### config.mk
export PLATFORM = sky130hd
export DESIGN_NAME = ni_flit_tx
export DESIGN_NICKNAME = d
export VERILOG_FILES = /design/src/rtl/ni_flit_tx_pkg.sv /design/src/rtl/ni_flit_tx_type.sv /design/src/rtl/ni_flit_tx.sv
export SDC_FILE = /design/constraint.sdc
export NUM_CORES = 1
export LEC_CHECK = 0
export ABC_AREA = 0
export BUFFER_PORTS_ARGS = -buffer_cell sky130_fd_sc_hd__buf_2
export CAP_MARGIN = 20
export CORE_UTILIZATION = 50
export DETAILED_ROUTE_END_ITERATION = 7
export GPL_TIMING_DRIVEN = 0
export PLACE_DENSITY = 0.81
export SLEW_MARGIN = 10
export SYNTH_ARGS = -nofsm -noshare
export SYNTH_HDL_FRONTEND = slang
export SYNTH_SLANG_ARGS = --single-unit
### constraint.sdc
create_clock -name clock -period 4.3 [get_ports clock]
set_input_delay 0.645 -clock clock [delete_from_list [all_inputs] [get_ports clock]]
set_output_delay 0.645 -clock clock [all_outputs]
set_load 0.005 [all_outputs]
### src/rtl/ni_flit_tx_pkg.sv
// Shared NoC widths and flit tag encodings for the NI transmit path.
package ni_flit_tx_pkg;

    localparam int FLITWD        = 32;
    localparam int FTYPEWD       = 2;
    localparam int COUNTERFLITWD = 4;
    localparam int NI_CREDWD     = 4;

    // Tag bit 1 marks the first flit of a packet, bit 0 the last.
    localparam logic [FTYPEWD-1:0] ENC_PAYL = 2'b00;
    localparam logic [FTYPEWD-1:0] ENC_TAIL = 2'b01;
    localparam logic [FTYPEWD-1:0] ENC_HEAD = 2'b10;
    localparam logic [FTYPEWD-1:0] ENC_SING = 2'b11;

endpackage

### src/rtl/ni_flit_tx_type.sv
// Combinational flit tagger: derives HEAD/PAYL/TAIL/SING from position in packet.
// A flit_sequence other than ENC_SING forces that tag straight through.
module ni_flit_type
    import ni_flit_tx_pkg::*;
(
    input  logic [FTYPEWD-1:0]       flit_sequence,
    input  logic [COUNTERFLITWD-1:0] flit_cnt,
    input  logic [COUNTERFLITWD-1:0] num_flits,
    output logic [FTYPEWD-1:0]       flit_type
);

    // Classify the current flit from its index and the packet length.
    always_comb begin
        flit_type = ENC_PAYL;
        if (flit_sequence != ENC_SING)
            flit_type = flit_sequence;
        else if (num_flits == COUNTERFLITWD'(1))
            flit_type = ENC_SING;
        else if (flit_cnt == '0)
            flit_type = ENC_HEAD;
        else if (flit_cnt == num_flits - COUNTERFLITWD'(1))
            flit_type = ENC_TAIL;
        else
            flit_type = ENC_PAYL;
    end

endmodule

### src/rtl/ni_flit_tx.sv
// NI transmit sequencer: accepts a packet descriptor, streams its flits to the
// switch one per cycle under credit-based flow control, tagging each flit.
module ni_flit_tx
    import ni_flit_tx_pkg::*;
#(
    parameter int CREDITS = 4,
    parameter int CREDWD  = NI_CREDWD
) (
    input  logic                     clock,
    input  logic                     reset_n,
    input  logic                     pkt_req,
    input  logic [COUNTERFLITWD-1:0] pkt_num_flits,
    output logic                     pkt_ack,
    input  logic [FLITWD-1:0]        data_in,
    input  logic                     data_valid,
    output logic                     data_ready,
    output logic [FLITWD-1:0]        flit_out,
    output logic [FTYPEWD-1:0]       flit_type_out,
    output logic                     flit_valid,
    input  logic                     credit_in,
    output logic                     busy,
    output logic                     credit_err
);

    localparam logic [CREDWD-1:0] CRED_MAX = CREDWD'(CREDITS);

    typedef enum logic {IDLE, SEND} state_t;

    state_t                   state;
    logic [CREDWD-1:0]        credits;
    logic [COUNTERFLITWD-1:0] flit_cnt;
    logic [COUNTERFLITWD-1:0] num_r;
    logic [FTYPEWD-1:0]       next_type;
    logic                     xfer;

    assign data_ready = (state == SEND) && (credits != '0);
    assign xfer       = data_valid && data_ready;
    assign busy       = (state != IDLE);

    ni_flit_type u_flit_type (
        .flit_sequence (ENC_SING),
        .flit_cnt      (flit_cnt),
        .num_flits     (num_r),
        .flit_type     (next_type)
    );

    // Packet FSM plus registered flit outputs; flit_out/type hold when idle.
    // pkt_ack gates a second acceptance while the requester still holds pkt_req.
    always_ff @(posedge clock or negedge reset_n) begin
        if (!reset_n) begin
            state         <= IDLE;
            flit_cnt      <= '0;
            num_r         <= '0;
            pkt_ack       <= 1'b0;
            flit_valid    <= 1'b0;
            flit_out      <= '0;
            flit_type_out <= ENC_TAIL;
        end else begin
            pkt_ack    <= 1'b0;
            flit_valid <= xfer;
            if (xfer) begin
                flit_out      <= data_in;
                flit_type_out <= next_type;
            end
            case (state)
                IDLE: begin
                    if (pkt_req && !pkt_ack) begin
                        pkt_ack <= 1'b1;
                        if (pkt_num_flits != '0) begin
                            num_r    <= pkt_num_flits;
                            flit_cnt <= '0;
                            state    <= SEND;
                        end
                    end
                end
                SEND: begin
                    if (xfer) begin
                        flit_cnt <= flit_cnt + 1'b1;
                        if (flit_cnt == num_r - 1'b1)
                            state <= IDLE;
                    end
                end
                default: state <= IDLE;
            endcase
        end
    end

    // Credit counter: returns add, transfers subtract, overflow flags an error.
    always_ff @(posedge clock or negedge reset_n) begin
        if (!reset_n) begin
            credits    <= CRED_MAX;
            credit_err <= 1'b0;
        end else begin
            case ({credit_in, xfer})
                2'b10: begin
                    if (credits == CRED_MAX)
                        credit_err <= 1'b1;
                    else
                        credits <= credits + 1'b1;
                end
                2'b01:   credits <= credits - 1'b1;
                default: ;
            endcase
        end
    end

endmodule

; ---- Yosys cells after proc, flatten, opt, wreduce, memory -nomap -nowiden
; Cells that the tools add are included.
[word_totals]
reg_bits = 50
out_inout_bits = 39
[op_classes]
add_sub_neg = 4
eq_ne = 9
n_mux = 16
bitwise_logic = 1
n_reduce_logical = 12
[op_table]
columns = op, count
row1 = 4-bit 2-to-1 mux, 4
row2 = 4-bit one-hot mux with 2 select lines, 2
row3 = 4-bit by 1-bit adder with 4-bit output (second input constant), 2
row4 = 4-bit nonzero test, 2
row5 = 4-bit by 1-bit subtractor with 4-bit output (second input constant), 2
row6 = 1-bit 2-to-1 mux, 7
row7 = 2-bit != test (second input constant), 3
row8 = 3-bit AND reduction, 2
row9 = 4-bit by 1-bit equality test with 1-bit output (second input constant), 1
row10 = 4-bit by 3-bit equality test with 1-bit output (second input constant), 1
row11 = 4-bit equality test, 1
row12 = 4-bit logical NOT, 1
row13 = 2-bit 2-to-1 mux, 2
row14 = 2-bit AND reduction, 2
row15 = 1-bit logical AND, 3
row16 = 2-bit by 1-bit equality test with 1-bit output (second input constant), 1
row17 = 2-bit equality test (second input constant), 1
row18 = 2-bit by 1-bit != test with 1-bit output (second input constant), 1
row19 = 1-bit one-hot mux with 2 select lines, 1
row20 = 2-bit nonzero test, 1
row21 = 1-bit logical NOT, 1
row22 = 1-bit NOT, 1

; ---- Logic depth before layout (Yosys ltp)
; Gate-level depths: netlist of run 1.
[depth]
depth_word = 6
ltp_mapped = 10

; ---- Modules after synthesis
; From an unflattened synthesis of run 1, not the netlist that was laid out.
[hier_totals]
hier_cells = 243
area_unflattened_um2 = 2306.0
[modules_own_cells]
columns = mod, instances, cells_each, area_each_um2, seq_area_each_um2
row1 = ni_flit_tx, 1, 221, 2134.5, 1253.7
row2 = ni_flit_type, 1, 22, 171.4, 0.0

; ---- Worst setup path after synthesis of run 1
; No wires, ideal clock.
[synth_timing]
path_type = register to register
start = register credits[1]
end = register credits[2]
t_arrival_ps = 1987
required_ps = 4225
setup_slack_ps = 2237
stages_incl_launch_ff = 11
n_path_buf = 2
path_cell_list = dfrtp_1 > buf_6 > o41a_4 > nand2_4 > buf_2 > nor2_1 > xor2_1 > ha_1 > nor2_1 > a32oi_1 > xnor2_1
[synth_between]
elab_chain_cells = 6
[synth_lines]
columns = item, line
row1 = "start, declared", ni_flit_tx.sv:30  ; logic [CREDWD-1:0] credits;
row2 = "start signal, assigned", ni_flit_tx.sv:99  ; credits <= credits + 1'b1;
row3 = "start signal, assigned", ni_flit_tx.sv:101  ; 2'b01: credits <= credits - 1'b1;
row4 = 4-bit nonzero test *, ni_flit_tx.sv:36  ; assign data_ready = (state == SEND) && (credits != '0);
row5 = 1-bit logical AND *, ni_flit_tx.sv:36
row6 = net data_ready, ni_flit_tx.sv:16  ; output logic data_ready,
row7 = 1-bit logical AND *, ni_flit_tx.sv:37  ; assign xfer = data_valid && data_ready;
row8 = 2-bit equality test or 2-bit by 1-bit equality test with 1-bit output (tied branches), ni_flit_tx.sv:94  ; case ({credit_in, xfer})
row9 = 2-bit != test (no line) or 2-bit nonzero test (tied branches), n/a
row10 = 2-bit AND reduction (no line), n/a
; Mark *: on every way through the listed nets, which the timed path passes. The rest lies on a longest branch. The select of a mux whose other input is x is not followed.
; A chain may end at the register's enable or synchronous reset.

; ---- Worst setup path in the final report of run 1
[layout_timing]
start = register credits[1]
end = register credits[2]
[layout_between]
elab_chain_cells = 6
[layout_lines]
columns = item
row1 = "parallel branches: the longest is 6 deep, another holds 4-bit by 1-bit adder with 4-bit output"
; Several ways; the timed one is not identified. The select of a mux whose other input is x is not followed.

==> results of run 1 <==
per-layer routing:
metal,up-vias,track usage,routed length (um)
li1,893,-,-
met3,6,0.0608,220
met4,0,0.0638,59
met2,48,0.330,2150
met5,-,0,0
met1,832,0.299,2070
layout make-up:
class,instances,area share
Sequential cell,50,0.458
Buffer,9,0.0192
Tap cell,50,0.0229
Clock inverter,2,0.00457
Clock buffer,6,0.0302
Inverter,6,0.00823
Timing Repair Buffer,80,0.152
Multi-Input combinational cell,160,0.305
power groups by stage:
stage	clock (W)	sequential (W)	combinational, W
detailed placement	0	0.000865	0.000791
floorplan	0	0.000872	0.000463
finish	0.000283	0.000865	0.000791
CTS	0.000289	0.000865	0.000795
global placement	0	0.000864	0.000763
global route	0.000310	0.000900	0.000906
flip-flops by register name, summed over array words and instances, names as in the netlist:
name / count
busy: 1
credit_err: 1
credits: 4
flit_cnt: 4
flit_out: 32
flit_type_out: 2
flit_valid: 1
num_r: 4
pkt_ack: 1
worst max-delay path, delay by kind of cell (launching register included):
kind            cells  cell delay (ns)
buf+inv             2             0.36
xor+xnor            2             0.29
compound gates      2             0.74
simple gates        3             0.22
fa+ha+maj           1             0.19
flops               1             0.38
worst max-delay path by stage:
stage	from	to	slack, ns
5_1_grt	credits[1]	credits[2]	1.89
3_5_place_dp	credits[1]	credits[2]	2.05
2_1_floorplan	credits[1]	credits[2]	2.24
3_3_place_gp	credits[1]	credits[2]	2.06
4_1_cts	credits[1]	credits[2]	2.02
6_report	credits[1]	credits[2]	2.03
cell usage after synthesis, types with 2 or more instances:
master / count / share of area
nor3_1: 2 / 0.0046
inv_1: 5 / 0.0087
a21oi_1: 2 / 0.0046
dfrtp_1: 48 / 0.56
xor2_1: 5 / 0.020
nand2_1: 103 / 0.18
a22o_1: 2 / 0.0081
xnor2_1: 7 / 0.028
clkbuf_1: 4 / 0.0069
buf_2: 3 / 0.0069
ha_1: 5 / 0.029
a211oi_1: 2 / 0.0069
nand3_1: 5 / 0.012
buf_6: 2 / 0.010
nor2_1: 6 / 0.010
dfstp_2: 2 / 0.024
o21ai_0: 4 / 0.0093
logic make-up (layout without fill, tap and decap cells):
group           count (synthesis)  count (layout)  share of synthesized area
flops                          50              50                      0.580
compound gates                 20              20                     0.0723
xor+xnor                       12              12                     0.0486
fa+ha+maj                       5               5                     0.0289
buf+inv                        15             103                     0.0347
simple gates                  122             122                      0.230
mux                             1               1                    0.00521
cell usage in the layout (no fill, tap or decap), types with 2 or more instances in the layout:
cell type	count
xnor2_1	7
ha_1	5
xor2_1	5
a211oi_1	2
nor3_1	2
nand2_1	103
a21oi_1	2
clkbuf_1	4
o21ai_0	4
buf_6	2
inv_1	5
clkbuf_8	6
dfstp_2	2
dfrtp_1	48
nor2_1	6
buf_2	82
a22o_1	2
nand3_1	5
through the flow:
| stage | util | power (W) | hold slack, ns | setup WS (ns) | instance area, sq um |
|---|---|---|---|---|---|
| after floorplan | - | 0.00134 | 0.349 | 2.24 | 2160 |
| after global placement | 0.641 | 0.00163 | 0.445 | 2.06 | 2620 |
| after detailed placement | 0.641 | 0.00166 | 0.453 | 2.05 | 2620 |
| after CTS | 0.664 | 0.00195 | 0.474 | 2.02 | 2720 |
| after global routing | 0.669 | 0.00212 | 0.210 | 1.89 | 2740 |
| final | 0.669 | 0.00194 | 0.207 | 2.03 | 2740 |
==> impl_metrics.yaml, run 1 <==
pwr:
  swShare: 0.373
  clkPwrFrac: 0.146
  p_sw_w: 0.000724
  intPower_w: 0.00121
  irDropWorstVdd_v: 0.000340
  total_leakage_power_nw: 1.51
  power.density_mw_per_mm2: 709
  pwr-share-seq: 0.446
  pwr-share-comb: 0.408
worst_hold_path:
  min_path_type: "in -> async"
yosys:
  syn-instance-count: 225
  ys_warn_count: 0
  synth_nets: 271
  ys_seq_area_frac: 0.580
  syn_area_sq_mm: 0.00216
  synth_edf_count: 0
  synth-async-reset-ratio: 1.00
  yosysUniqueCellTypes: 35
  synth_seq_cells: 50
  synth_ff_type: "dfrtp_1"
  syn_avg_cell_area_sq_um: 9.61
clock_network:
  cts.reportedPaths.clkPinSlew_ns: 0.09
  cts_resized: 0
  insertion_delay_ns: 0.30
  cts_sinks: 50
  clock_path_buffers: 2
  root_buffer: "clkbuf_8"
  cts_made_buffers: 5
  cts_tree: "built"
  hold_buffers: 0
  cts.htree.levels: 2
  post_cts_buffers: 0
timing:
  max_freq_mhz: 441
  finalSetupTns_ns: 0
  skew_ns: 0.00556
  rsz0062_at_grt: "false"
  worstMarginPinSlew_ns: 0.547
  max-slew-margin-rel: 0.631
  hold_viol_final: 0
  finalSetupViolations: 0
  final_max_slew_viol_count: 0
  finalCritPeriodShare: 0.527
  fin_crit_ns: 2.27
drt:
  drt_wl_total_um: 4500
  drc: 0
  via_per_inst: 4.90
  dr.pass1.iters: 4
  first_iter_violations: 138
  wire_per_inst_um: 12.4
  antenna_left: 0
  vias: 1779
finish:
  stdcell_count: 363
  drive_above_1_share: 0.323
  nFillCells: 322
  seqCellArea_sq_mm: 0.00125
  multiInputGateArea_sq_um: 833
  diodes: 0
  area.growth.synth_to_final_pct: 26.5
  nets: 358
global_routing:
  grt-ovfl-total: 0
  grt_pass1_vias: 1621
  antenna_found_initial: 0
  grt_max_degree: 51
  grt_pass1_wl_um: 7300
  grtUsageTotal: 0.217
setup_path:
  timing.rr.end: "credits[2]"
  cp.required_ns: 4.53
  worstSetupPathType: "reg -> reg"
  critPathMaxStageDelay_ns: 0.53
  path_cells: "buf_6, o41a_4, nand2_4, buf_2, nor2_1, xor2_1, ha_1, nor2_1, a32oi_1, xnor2_1"
  reg2reg_setup_slack_ns: 2.03
  startpoint_type: "flip-flop"
  cp_max_fo: 10
  r2r_cells: 10
  crit_path_end_kind: "flip-flop"
  worstPathArrival_ns: 2.49
  cp_slowest_cell: "o41a_4"
  cpMostUsedCell: "nor2_1"
  rr_startpoint: "credits[1]"
floorplanning:
  start_util: 0.529
  coreArea_sq_mm: 0.00409
  num_rows: 23
  fp.dieW_um: 67.8
  ios: 80
  die_area_sq_mm: 0.00459
  die_h_um: 67.8
placed_design:
  io_buffers: 79
  placed_cells: 354
  place_hpwl_um: 3110
  gp_congestion: 0.736
status:
  status: "finished, final reports clean"
flow_run:
  drv_cap: 0
No activity file was read; power rests on OpenSTA's default activity.
==> run 2, diff against run 1 <==
--- a/config.mk
+++ b/config.mk
@@ -8,10 +8,10 @@
 export ABC_AREA = 0
 export BUFFER_PORTS_ARGS = -buffer_cell sky130_fd_sc_hd__buf_2
 export CAP_MARGIN = 20
-export CORE_UTILIZATION = 50
+export CORE_UTILIZATION = 44
 export DETAILED_ROUTE_END_ITERATION = 7
 export GPL_TIMING_DRIVEN = 0
-export PLACE_DENSITY = 0.81
+export PLACE_DENSITY = 0.75
 export SLEW_MARGIN = 10
 export SYNTH_ARGS = -nofsm -noshare
 export SYNTH_HDL_FRONTEND = slang
==> constraint.sdc (replaced) <==
create_clock -name clock -period 1.9 [get_ports clock]
set_input_delay 0.285 -clock clock [delete_from_list [all_inputs] [get_ports clock]]
set_output_delay 0.285 -clock clock [all_outputs]
set_load 0.005 [all_outputs]
==> impl_metrics.yaml, run 2 (same netlist as run 1, synthesis figures left out) <==
status:
  status: "finished, final reports clean"
drt:
  antenna_left: 0
  drt_wl_total_um: 4860
  via_per_inst: 4.72
  first_iter_violations: 115
  vias: 1831
  dr.pass1.iters: 4
  drc: 0
  wire_per_inst_um: 12.5
pwr:
  irDropWorstVdd_v: 0.000741
  pwr-share-comb: 0.434
  swShare: 0.368
  intPower_w: 0.00288
  p_sw_w: 0.00168
  power.density_mw_per_mm2: 1610
  total_leakage_power_nw: 1.55
  pwr-share-seq: 0.429
  clkPwrFrac: 0.137
timing:
  finalCritPeriodShare: 0.979
  finalSetupViolations: 0
  hold_viol_final: 0
  max_freq_mhz: 537
  max-slew-margin-rel: 0.590
  final_max_slew_viol_count: 0
  rsz0062_at_grt: "true"
  fin_crit_ns: 1.86
  skew_ns: 0.00741
  worstMarginPinSlew_ns: 0.616
  finalSetupTns_ns: 0
clock_network:
  cts_tree: "built"
  cts_sinks: 50
  cts.reportedPaths.clkPinSlew_ns: 0.08
  root_buffer: "clkbuf_8"
  cts.htree.levels: 2
  clock_path_buffers: 2
  insertion_delay_ns: 0.29
  cts_made_buffers: 5
setup_path:
  crit_end: "credits[2]"
  cp.required_ns: 2.13
  crit_path_start: "credits[0]"
  timing.rr.end: "credits[2]"
  reg2reg_setup_slack_ns: 0.04
  cp_max_fo: 3
  crit_path_end_kind: "flip-flop"
  rr_startpoint: "credits[0]"
  worstPathArrival_ns: 2.09
  startpoint_type: "flip-flop"
  worstSetupPathType: "reg -> reg"
  r2r_cells: 8
flow_run:
  drv_cap: 0
global_routing:
  grt-ovfl-total: 0
  grt_pass1_vias: 1746
  grt_pass1_wl_um: 8340
  grtUsageTotal: 0.206
  antenna_found_initial: 0
  grt_max_degree: 51
floorplanning:
  coreArea_sq_mm: 0.00472
  ios: 80
  start_util: 0.458
  die_area_sq_mm: 0.00520
  fp.dieW_um: 72.1
  die_h_um: 72.1
  num_rows: 25
placed_design:
  io_buffers: 79
  gp_congestion: 0.835
  place_hpwl_um: 3380
  placed_cells: 371
finish:
  drive_above_1_share: 0.355
  area.growth.synth_to_final_pct: 30.4
  layout_common_cells: "nand2_1, buf_2, dfrtp_1"
  stdcell_count: 388
  largest_register: "flit_out"
  diodes: 0
  largest_register_ff_count: 32
  final_common_cell: "nand2_1"
  nets: 366
worst_hold_path:
  min_path_type: "in -> async"
-- run 2: stage by stage --
stage	hold WS, ns	total power [W]	worst slack [ns]	cell area, sq um	util
detailed placement	0.457	0.00380	-0.198	2650	0.561
global route	0.0528	0.00496	-0.0600	2820	0.597
finish	0.00769	0.00455	0.0391	2820	0.597
CTS	0.163	0.00454	-0.148	2790	0.591
global placement	0.445	0.00371	-0.168	2650	0.561
floorplan	-0.0106	0.00303	-0.0416	2170	-
-- run 2: worst max-delay path, cell delays in order (launching register included) --
cell and delay, ns:
dfrtp_2 0.42, o41a_4 0.49, nand2_4 0.08, nor2_2 0.04, xor2_1 0.16, ha_2 0.20, nor2_1 0.04, a32oi_1 0.22
xnor2_1 0.14
-- run 2: timing repair --
| action | 4_1_cts | 5_1_grt |
|---|---|---|
| setup endpoints to repair | 2 | 37 |
| gates cloned | 0 | 0 |
| pin swaps | 8 | 6 |
| hold buffers | 0 | 0 |
| gates resized for setup | 4 | 1 |
| buffers inserted | 6 | 4 |
-- run 2: layout make-up --
type	count	area, sq um
Tap cell	67	83.8
Clock buffer	7	86.3
Inverter	6	22.5
Buffer	8	50.0
Clock inverter	1	5.00
Timing Repair Buffer	89	473
Multi-Input combinational cell	160	845
Sequential cell	50	1250
Fill cell	432	1900
-- run 2: power groups by stage --
stage                     clock (W)  sequential, W  combinational [W]
after global placement            0        0.00197            0.00174
after floorplan                   0        0.00197            0.00106
after detailed placement          0        0.00197            0.00182
after global routing       0.000701        0.00202            0.00223
final                      0.000624        0.00195            0.00198
after CTS                  0.000647        0.00196            0.00194
-- run 2: routing by layer --
layer	track usage	share of wire	vias to the layer above
met2	0.341	0.49	52
met3	0.0458	0.042	4
met1	0.274	0.45	860
li1	-	-	915
met4	0.0588	0.011	0
met5	0	0	-
-- run 2: worst min path at each step --
stage                            start            to  slack, ns  cells after the start
final                          reset_n      num_r[0]      0.008                      1
after global routing           reset_n  flit_out[13]       0.05                      1
after CTS                  data_in[23]  flit_out[23]       0.16                      3
after detailed placement  flit_out[27]  flit_out[27]       0.46                      2
after global placement      credit_err    credit_err       0.45                      1
after floorplan                reset_n          busy      -0.01                      0
